### src/rtl/flash_spi_pkg.sv
// Shared definitions for the flash SPI path.
//   - Flash opcode constants used by the command controller.
//   - Transfer mode encoding (TX / RX).
//   - Byte shift engine state encoding (IDLE / SHIFT).
package flash_spi_pkg;

  localparam logic [7:0] RDID = 8'h9F;
  localparam logic [7:0] RDSR = 8'h05;
  localparam logic [7:0] WREN = 8'h06;
  localparam logic [7:0] BE   = 8'hC7;
  localparam logic [7:0] PP   = 8'h02;
  localparam logic [7:0] READ = 8'h03;

  typedef enum logic {
    MODE_TX = 1'b0,
    MODE_RX = 1'b1
  } spi_mode_e;

  typedef enum logic {
    IDLE  = 1'b0,
    SHIFT = 1'b1
  } spi_state_e;

  // Index of the last spi_sclk half-period in one byte (16 toggles).
  localparam logic [3:0] HALF_LAST = 4'd15;

endpackage

### src/rtl/spi_sclk_gen.sv
// SPI mode-0 serial clock generator for one byte transfer.
// Ports:
//   sys_clk, sys_rst_n : clock and synchronous active-low reset
//   start              : one-cycle pulse that begins a 16-toggle burst
//   spi_sclk           : registered serial clock, idles low
//   rise / fall        : strobes, high in the cycle whose edge toggles spi_sclk up / down
//   last               : strobe on the final (16th, falling) toggle of the burst
module spi_sclk_gen
  import flash_spi_pkg::*;
#(
  parameter int unsigned CLK_DIV = 2
) (
  input  logic sys_clk,
  input  logic sys_rst_n,
  input  logic start,
  output logic spi_sclk,
  output logic rise,
  output logic fall,
  output logic last
);

  localparam logic [7:0] DIV_MAX = 8'(CLK_DIV - 1);

  logic       running;
  logic [7:0] div_cnt;
  logic [3:0] half_cnt;
  logic       tick;

  assign tick = running && (div_cnt == DIV_MAX);
  assign rise = tick && !spi_sclk;
  assign fall = tick && spi_sclk;
  assign last = fall && (half_cnt == HALF_LAST);

  // NOTE: sequential state uses non-blocking assignments so every register
  // samples the pre-edge values of the others.
  always_ff @(posedge sys_clk) begin
    if (!sys_rst_n) begin
      running  <= 1'b0;
      div_cnt  <= 8'd0;
      half_cnt <= 4'd0;
      spi_sclk <= 1'b0;
    end else begin
      if (start) begin
        running <= 1'b1;
      end else if (last) begin
        running <= 1'b0;
      end
      if (tick) begin
        div_cnt  <= 8'd0;
        // Wraps 15 -> 0 on the last toggle, leaving the counter ready for
        // a back-to-back start.
        half_cnt <= half_cnt + 4'd1;
        spi_sclk <= ~spi_sclk;
      end else if (running) begin
        div_cnt <= div_cnt + 8'd1;
      end
    end
  end

endmodule

### src/rtl/spi_byte_master.sv
// Byte-level SPI mode-0 shift engine.
// Ports:
//   sys_clk, sys_rst_n : clock and synchronous active-low reset
//   en_tx, tx_data     : one-cycle request to transmit tx_data (MSB first)
//   en_rx              : one-cycle request to receive one byte
//   tx_done, rx_done   : one-cycle completion pulses
//   rx_data            : last received byte, held until the next receive
//   busy               : high while shifting
//   spi_sclk, spi_mosi : serial clock (CPOL=0) and data out
//   spi_miso           : serial data in, sampled on rising spi_sclk
module spi_byte_master
  import flash_spi_pkg::*;
#(
  parameter int unsigned CLK_DIV  = 2,
  parameter logic [7:0]  RX_DUMMY = 8'h00
) (
  input  logic       sys_clk,
  input  logic       sys_rst_n,
  input  logic       en_tx,
  input  logic [7:0] tx_data,
  input  logic       en_rx,
  output logic       tx_done,
  output logic       rx_done,
  output logic [7:0] rx_data,
  output logic       busy,
  output logic       spi_sclk,
  output logic       spi_mosi,
  input  logic       spi_miso
);

  spi_state_e state, state_nxt;
  spi_mode_e  mode, mode_nxt;
  logic [7:0] sr, sr_nxt;
  logic       miso_bit, miso_bit_nxt;
  logic       mosi_nxt, busy_nxt, tx_done_nxt, rx_done_nxt;
  logic [7:0] rx_data_nxt;
  logic       start, rise, fall, last;

  // Requests are only accepted in IDLE; anything arriving in SHIFT is dropped.
  assign start = (state == IDLE) && (en_tx || en_rx);

  spi_sclk_gen #(.CLK_DIV(CLK_DIV)) u_sclk_gen (
    .sys_clk  (sys_clk),
    .sys_rst_n(sys_rst_n),
    .start    (start),
    .spi_sclk (spi_sclk),
    .rise     (rise),
    .fall     (fall),
    .last     (last)
  );

  // State and all registered outputs.
  always_ff @(posedge sys_clk) begin
    if (!sys_rst_n) begin
      state    <= IDLE;
      mode     <= MODE_TX;
      sr       <= 8'h00;
      miso_bit <= 1'b0;
      spi_mosi <= 1'b0;
      busy     <= 1'b0;
      tx_done  <= 1'b0;
      rx_done  <= 1'b0;
      rx_data  <= 8'h00;
    end else begin
      state    <= state_nxt;
      mode     <= mode_nxt;
      sr       <= sr_nxt;
      miso_bit <= miso_bit_nxt;
      spi_mosi <= mosi_nxt;
      busy     <= busy_nxt;
      tx_done  <= tx_done_nxt;
      rx_done  <= rx_done_nxt;
      rx_data  <= rx_data_nxt;
    end
  end

  // Next-state logic.
  always_comb begin
    state_nxt = state;
    case (state)
      IDLE:    if (en_tx || en_rx) state_nxt = SHIFT;
      SHIFT:   if (last)           state_nxt = IDLE;
      default: state_nxt = IDLE;
    endcase
  end

  // Next values of the datapath and outputs.
  always_comb begin
    // NOTE: every variable gets a default before the case so no path leaves
    // it unassigned, which would otherwise infer a latch.
    mode_nxt     = mode;
    sr_nxt       = sr;
    miso_bit_nxt = miso_bit;
    mosi_nxt     = spi_mosi;
    busy_nxt     = busy;
    tx_done_nxt  = 1'b0;
    rx_done_nxt  = 1'b0;
    rx_data_nxt  = rx_data;
    case (state)
      IDLE: begin
        // TX has priority when both requests arrive together.
        if (en_tx) begin
          sr_nxt   = tx_data;
          mode_nxt = MODE_TX;
          mosi_nxt = tx_data[7];
          busy_nxt = 1'b1;
        end else if (en_rx) begin
          sr_nxt   = RX_DUMMY;
          mode_nxt = MODE_RX;
          mosi_nxt = RX_DUMMY[7];
          busy_nxt = 1'b1;
        end
      end
      SHIFT: begin
        if (rise) begin
          miso_bit_nxt = spi_miso;
        end
        if (fall) begin
          sr_nxt   = {sr[6:0], miso_bit};
          // spi_mosi tracks the new sr[7] for the next rising edge.
          mosi_nxt = sr[6];
        end
        if (last) begin
          mosi_nxt = 1'b0;
          busy_nxt = 1'b0;
          if (mode == MODE_TX) begin
            tx_done_nxt = 1'b1;
          end else begin
            rx_done_nxt = 1'b1;
            rx_data_nxt = {sr[6:0], miso_bit};
          end
        end
      end
      default: ;
    endcase
  end

endmodule

### config.mk
export PLATFORM = sky130hd
export DESIGN_NAME = spi_byte_master
export DESIGN_NICKNAME = d
export VERILOG_FILES = /design/src/rtl/flash_spi_pkg.sv /design/src/rtl/spi_sclk_gen.sv /design/src/rtl/spi_byte_master.sv
export SDC_FILE = /design/constraint.sdc
export NUM_CORES = 1
export LEC_CHECK = 0
export BUFFER_PORTS_ARGS = -buffer_cell sky130_fd_sc_hd__buf_2
export CAP_MARGIN = 20
export CORE_MARGIN = 4
export CORE_UTILIZATION = 60
export CTS_BUF_LIST = sky130_fd_sc_hd__clkbuf_2 sky130_fd_sc_hd__clkbuf_4 sky130_fd_sc_hd__clkbuf_8
export DETAILED_ROUTE_END_ITERATION = 12
export PLACE_DENSITY_LB_ADDON = 0.12
export SLEW_MARGIN = 20
export SYNTH_ARGS = -nofsm -noshare
export SYNTH_HDL_FRONTEND = slang
export SYNTH_SLANG_ARGS = --single-unit
### constraint.sdc
create_clock -name sys_clk -period 3.3 [get_ports sys_clk]
set_input_delay 0.99 -clock sys_clk [delete_from_list [all_inputs] [get_ports sys_clk]]
set_output_delay 0.99 -clock sys_clk [all_outputs]
set_load 0.005 [all_outputs]
==> summary.txt, run 1 <==
Outcome
  • Outcome: completed

Drt
  • DR pass1 iterations: 4
  • Vias/cell: 5.50
  • Post-detailed-route count of antenna-violating nets: 0
  • DRC Markers: 0
  • Final WL: 3040 µm
  • Routed len/inst: 14.2 µm
  • Violation count after the first detailed-routing iteration: 47
  • Via count: 1177

Yosys
  • Post-Synth Adder-Cell Area: 2.40%
  • Synth top area share: 46.1%
  • Synth Flop Type: dfxtp_1
  • Post-synthesis simple-gate area fraction: 21.1%
  • Synthesized net count: 175
  • Cell taking the most area after synthesis: dfxtp_1
  • Xor/xnor share of the synthesized area: 6.16%
  • Post-synth design cell area: 1560 µm²
  • Syn. warnings: 0
  • Yosys cell types: 36
  • Mapped Cells: 159
  • Top cells by area, synth: dfxtp_1 46%, mux2i_1 5.8%, xnor2_1 4.5%
  • Syn avg cell area: 9.83 µm²
  • Ys async rst share: 0%
  • Largest family of logic cells by synthesized area: simple AND/OR/NAND/NOR gates
  • Sequential fraction of the synthesis area: 46.1%
  • Post-synthesis mux area share: 5.76%
  • Compound-Gate Fraction of Synth Area: 14.9%
  • EDFF count, synth: 0
  • Seq cells post-synth: 36

Hold path
  • WHS Path Cells: 2
  • HP Start: u_sclk_gen.half_cnt[1]
  • Min-Delay Endpoint: u_sclk_gen.half_cnt[1]
  • Hold/Removal Path Class: flip-flop to flip-flop

Global route
  • Largest net degree at the start of global routing: 31
  • Initial antenna violation count: 0
  • GRT overflow: 0
  • Vias in the first global route: 1170
  • Global-route wire length before repair: 5260 µm
  • Global-route usage over all layers: 20.3%

Worst setup path
  • RR Endpoint: rx_data[6]
  • Worst path cell trace: ha_1 -> or4b_4 -> nor4_4 -> mux2i_1 -> nor2b_1
  • CP Max Fanout: 9
  • Worst R2R Start: u_sclk_gen.div_cnt[0]
  • WP data arrival: 2.55 ns
  • Req. time, crit path: 3.53 ns
  • CP Launch Type: flip-flop
  • Critical path type: flip-flop to flip-flop
  • Critical Path Max Stage Delay: 0.75 ns
  • Worst path bufs/invs: 0
  • CP endpoint kind: flip-flop
  • Worst path slowest cell: nor4_4
  • Reg2Reg Depth: 5
  • Delay-heaviest family, CP: simple AND/OR/NAND/NOR gates
  • Reg2Reg Setup Slack: 0.98 ns

Floorplan
  • IO Count: 26
  • Placeable Area: 2480 µm²
  • FP Rows: 18
  • Die X: 59.0 µm
  • Starting Density: 63.1%
  • Die area: 3490 µm²
  • Die Ht: 59.0 µm

Job
  • Max Cap Viol: 0

Cells and area
  • Layout net count: 199
  • Area of the multi-input gates: 786 µm²
  • Antenna Cells: 0
  • Fin cells: 214
  • Fillers: 204
  • Sequential cell area: 721 µm²
  • Layout cells sized above 1: 20.7%
  • Area Growth Syn to Fin: 11.5%

CTS
  • Worst-skew pair later-pin latency: 0.33 ns
  • Hold Buf Count CTS: 0
  • CTS H-tree lvls: 2
  • Clock-pin slew on the worst setup and hold paths: 0.10 ns
  • Post-CTS Setup Bufs: 0
  • Clk sinks: 36
  • CTS max path bufs: 2
  • Root Driver: clkbuf_4
  • Post-CTS resize count: 0
  • CTS buffer count: 5
  • CTS tree: built

Timing
  • Final Skew: 0.00704 ns
  • Period utilization: 70.4%
  • Final Hold Fails: 0
  • Total negative setup slack: 0 ns
  • Final setup fails: 0
  • Max Freq: 431 MHz
  • Crit path time final: 2.32 ns
  • Worst-margin pin slew: 0.789 ns
  • RSZ-0062 raised after global routing: false
  • Rel. slew slack: 47.0%
  • Pins over their slew limit: 0

Place
  • Routability cong.: 0.809
  • Cells after DPL: 206
  • Number of I/O port buffers: 25
  • Post-DP HPWL: 2160 µm

Power
  • Pleak: 0.000672 µW
  • VDD IR max: 0.385 mV
  • Power density over the cells: 473 nW/µm²
[routing by layer]
| layer | track usage (%) | vias up | part of all wire [%] |
|---|---|---|---|
| met4 | 9.06 | 0 | 1.6 |
| met2 | 33.6 | 22 | 49 |
| met3 | 7.41 | 6 | 5.8 |
| met1 | 23.4 | 540 | 43 |
| met5 | 0 | - | 0 |
| li1 | - | 609 | - |
[cells by family after synthesis]
group | count (synthesis)
compound gates | 35
xor+xnor | 11
fa+ha+maj | 3
buf+inv | 10
flops | 36
mux | 9
simple gates | 55
[placed cells by master, fill, tap and decap left out, drive strengths merged, types with 2 or more instances in the layout]
master and count:
xor2 3, a21boi 3, a21oi 10, nor4 2, nand3 3, nor3 2, nor4b 2, or4b 2
ha 3, nor2 11, inv 2, and2 4, o21ai 9, a22oi 6, buf 25, nand2 9
xnor2 8, clkbuf 8, nor2b 11, nand4 4, nand2b 2, mux2i 9, dfxtp 36
[state kept, by name (all words and copies together), names as in the netlist]
signal / flops
busy: 1
miso_bit: 1
mode: 1
rx_data: 8
rx_done: 1
spi_mosi: 1
sr: 7
state: 1
tx_done: 1
u_sclk_gen.div_cnt: 8
u_sclk_gen.half_cnt: 4
u_sclk_gen.running: 1
u_sclk_gen.spi_sclk: 1
[report_power, final]
group	internal, µW	switching (µW)	total, µW
Combinational	41.1	48.6	89.7
Clock	122	137	259
Sequential	454	22.5	476
[cell type report]
| cell class | count | area share (%) |
|---|---|---|
| Clock buffer | 8 | 3.80 |
| Inverter | 2 | 0.431 |
| Multi-Input combinational cell | 113 | 45.1 |
| Sequential cell | 36 | 41.3 |
| Tap cell | 30 | 2.15 |
| Timing Repair Buffer | 25 | 7.18 |
[worst min-delay path, stage by stage (launching register included)]
cell and delay [ns]:
dfxtp_1 0.34, nand2_1 0.06, a21boi_0 0.07
[synth_stat cells (3+ instances only)]
| library cell | count |
|---|---|
| nand2_1 | 9 |
| a21boi_0 | 3 |
| a22oi_1 | 6 |
| nor2b_1 | 11 |
| xnor2_1 | 8 |
| xor2_1 | 3 |
| nor2_1 | 11 |
| o21ai_0 | 7 |
| a21oi_1 | 10 |
| ha_1 | 3 |
| clkbuf_1 | 5 |
| nand4_1 | 4 |
| nand3_1 | 3 |
| and2_1 | 4 |
| mux2i_1 | 9 |
| dfxtp_1 | 36 |
[worst max-delay path by stage]
stage | startpoint | end | slack (ns) | depth (start not counted)
6_report | u_sclk_gen.div_cnt[0] | rx_data[6] | 0.98 | 5
5_1_grt | u_sclk_gen.div_cnt[0] | rx_data[4] | 0.83 | 5
4_1_cts | u_sclk_gen.div_cnt[0] | rx_data[6] | 0.98 | 5
3_5_place_dp | u_sclk_gen.div_cnt[0] | rx_data[3] | 0.98 | 5
3_3_place_gp | u_sclk_gen.div_cnt[0] | rx_data[5] | 1.10 | 5
2_1_floorplan | en_tx | sr[5] | 1.42 | 5
[through the flow]
step                cell area, µm²  power (µW)  worst slack, ns  hold slack (ns)  util (%)
finish                        1740         825            0.978            0.509      70.4
global route                  1740         871            0.834            0.553      70.4
CTS                           1740         835            0.978            0.509      70.4
detailed placement            1680         577            0.976            0.491      67.7
global placement              1680         571             1.10            0.471      67.7
floorplan                     1560         552             1.42            0.461         -
Power figures use the tool's default switching activity.
==> run 2: changes to the inputs <==
- CORE_UTILIZATION: 60 -> 52
- clock period: 3.3 -> 2.1 ns (I/O delays scaled with it)
==> summary.txt, run 2 (same netlist as run 1, synthesis figures left out) <==
Timing
  • Worst-margin pin slew: 0.519 ns
  • Final Hold Fails: 0
  • Final setup fails: 0
  • Worst setup slack after layout: 0.122 ns
  • Period utilization: 94.2%
  • Rel. slew slack: 64.9%
  • RSZ-0062 raised after global routing: false
  • Pins over their slew limit: 0
  • Crit path time final: 1.98 ns
  • Max Freq: 506 MHz
  • Total negative setup slack: 0 ns
  • Final Skew: 0.00490 ns

Worst setup path
  • CP Launch Type: flip-flop
  • Req. time, crit path: 2.34 ns
  • CP endpoint kind: flip-flop
  • CP Max Fanout: 9
  • Reg2Reg Setup Slack: 0.12 ns
  • Critical path type: flip-flop to flip-flop
  • Worst R2R Start: u_sclk_gen.div_cnt[1]
  • WP data arrival: 2.22 ns
  • RR Endpoint: rx_data[3]
  • Reg2Reg Depth: 7

Power
  • Pleak: 0.000724 µW
  • VDD IR max: 0.549 mV
  • Power density over the cells: 727 nW/µm²

Hold path
  • Min-Delay Endpoint: u_sclk_gen.half_cnt[1]
  • WHS Path Cells: 2
  • HP Start: u_sclk_gen.half_cnt[1]
  • Hold/Removal Path Class: flip-flop to flip-flop

Floorplan
  • Die area: 3950 µm²
  • Placeable Area: 2810 µm²
  • FP Rows: 19
  • Starting Density: 55.7%
  • Die Ht: 62.8 µm
  • Die X: 62.8 µm
  • IO Count: 26

Cells and area
  • Layout cells sized above 1: 24.7%
  • Fillers: 241
  • Commonest non-fill, non-tap cell in the layout: dfxtp_1
  • Antenna Cells: 0
  • Leading registers by flop count: rx_data: 8 flops, u_sclk_gen.div_cnt: 8 flops, sr: 7 flops
  • Fin cells: 225
  • Final Util: 65.3%
  • Leading cell types in the layout, fill and taps excluded: 36 x dfxtp_1, 25 x buf_2, 11 x nor2b_1, 11 x nor2_1, 10 x a21oi_1
  • Area Growth Syn to Fin: 17.2%
  • Layout net count: 209

Global route
  • Vias in the first global route: 1130
  • Global-route wire length before repair: 5300 µm
  • GRT overflow: 0
  • Largest net degree at the start of global routing: 23
  • Global-route usage over all layers: 17.2%
  • Initial antenna violation count: 0

CTS
  • CTS buffer count: 5
  • Post-CTS resize count: 0
  • Clock-pin slew on the worst setup and hold paths: 0.10 ns
  • CTS tree: built
  • CTS max path bufs: 2
  • Hold Buf Count CTS: 0
  • Worst-skew pair later-pin latency: 0.34 ns
  • Root Driver: clkbuf_4
  • CTS H-tree lvls: 2
  • Post-CTS Setup Bufs: 0
  • Clk sinks: 36

Place
  • Post-DP HPWL: 2200 µm
  • Cells after DPL: 217
  • Number of I/O port buffers: 25
  • Routability cong.: 0.757
  • Pre-CTS WS: 0.126 ns

Drt
  • Final WL: 3130 µm
  • Post-detailed-route count of antenna-violating nets: 0
  • Violation count after the first detailed-routing iteration: 75
  • DR pass1 iterations: 4
  • Via count: 1246
  • Vias/cell: 5.54
  • DRC Markers: 0
  • Routed len/inst: 13.9 µm

Job
  • Max Cap Viol: 0

Outcome
  • Outcome: completed
## run 2: cell count changes in the layout (fill, tap and decap cells not counted), sizes merged
cell	before	now
buf	25	35
## run 2: how the worst max path moves through the flow
stage	start	to	cells after the start
global placement	u_sclk_gen.div_cnt[1]	rx_data[1]	7
global route	u_sclk_gen.div_cnt[1]	rx_data[3]	7
CTS	u_sclk_gen.div_cnt[1]	rx_data[1]	7
detailed placement	u_sclk_gen.div_cnt[1]	rx_data[7]	7
finish	u_sclk_gen.div_cnt[1]	rx_data[3]	7
floorplan	u_sclk_gen.div_cnt[0]	rx_data[0]	6
## run 2: final cells by class
class | instances | area [µm²] | share of cell area [%]
clock buffer | 8 | 66.3 | 3.62
inverter | 2 | 7.51 | 0.410
multi-input combinational | 113 | 786 | 42.9
sequential | 36 | 721 | 39.3
tap | 31 | 38.8 | 2.12
timing repair buffer | 35 | 213 | 11.6
## run 2: critical path: stages, from the launching register on
cell and delay (ns):
dfxtp_1 0.36, inv_1 0.07, ha_1 0.16, or4b_4 0.52, nor4_4 0.34, buf_12 0.18
mux2i_1 0.18, nor2b_1 0.06
## run 2: metrics by stage
step / cell area [µm²] / power, µW / hold WS, ns
5_1_grt: 1830 / 1390 / 0.529
2_1_floorplan: 1560 / 867 / 0.461
3_3_place_gp: 1770 / 924 / 0.477
6_report: 1830 / 1330 / 0.499
3_5_place_dp: 1770 / 929 / 0.485
4_1_cts: 1830 / 1340 / 0.503
## run 2: power by group
part,switching [µW],internal (µW)
Combinational,91.2,84.1
Sequential,27.5,713
Clock,224,191
Total,342,988
## run 2: routing by layer
| layer | up-vias | GRT usage (%) | share of wire (%) |
|---|---|---|---|
| li1 | 630 | - | - |
| met1 | 573 | 22.7 | 48 |
| met2 | 35 | 24.4 | 43 |
| met3 | 8 | 5.58 | 6.8 |
| met4 | 0 | 9.92 | 2.3 |
| met5 | - | 0 | 0 |
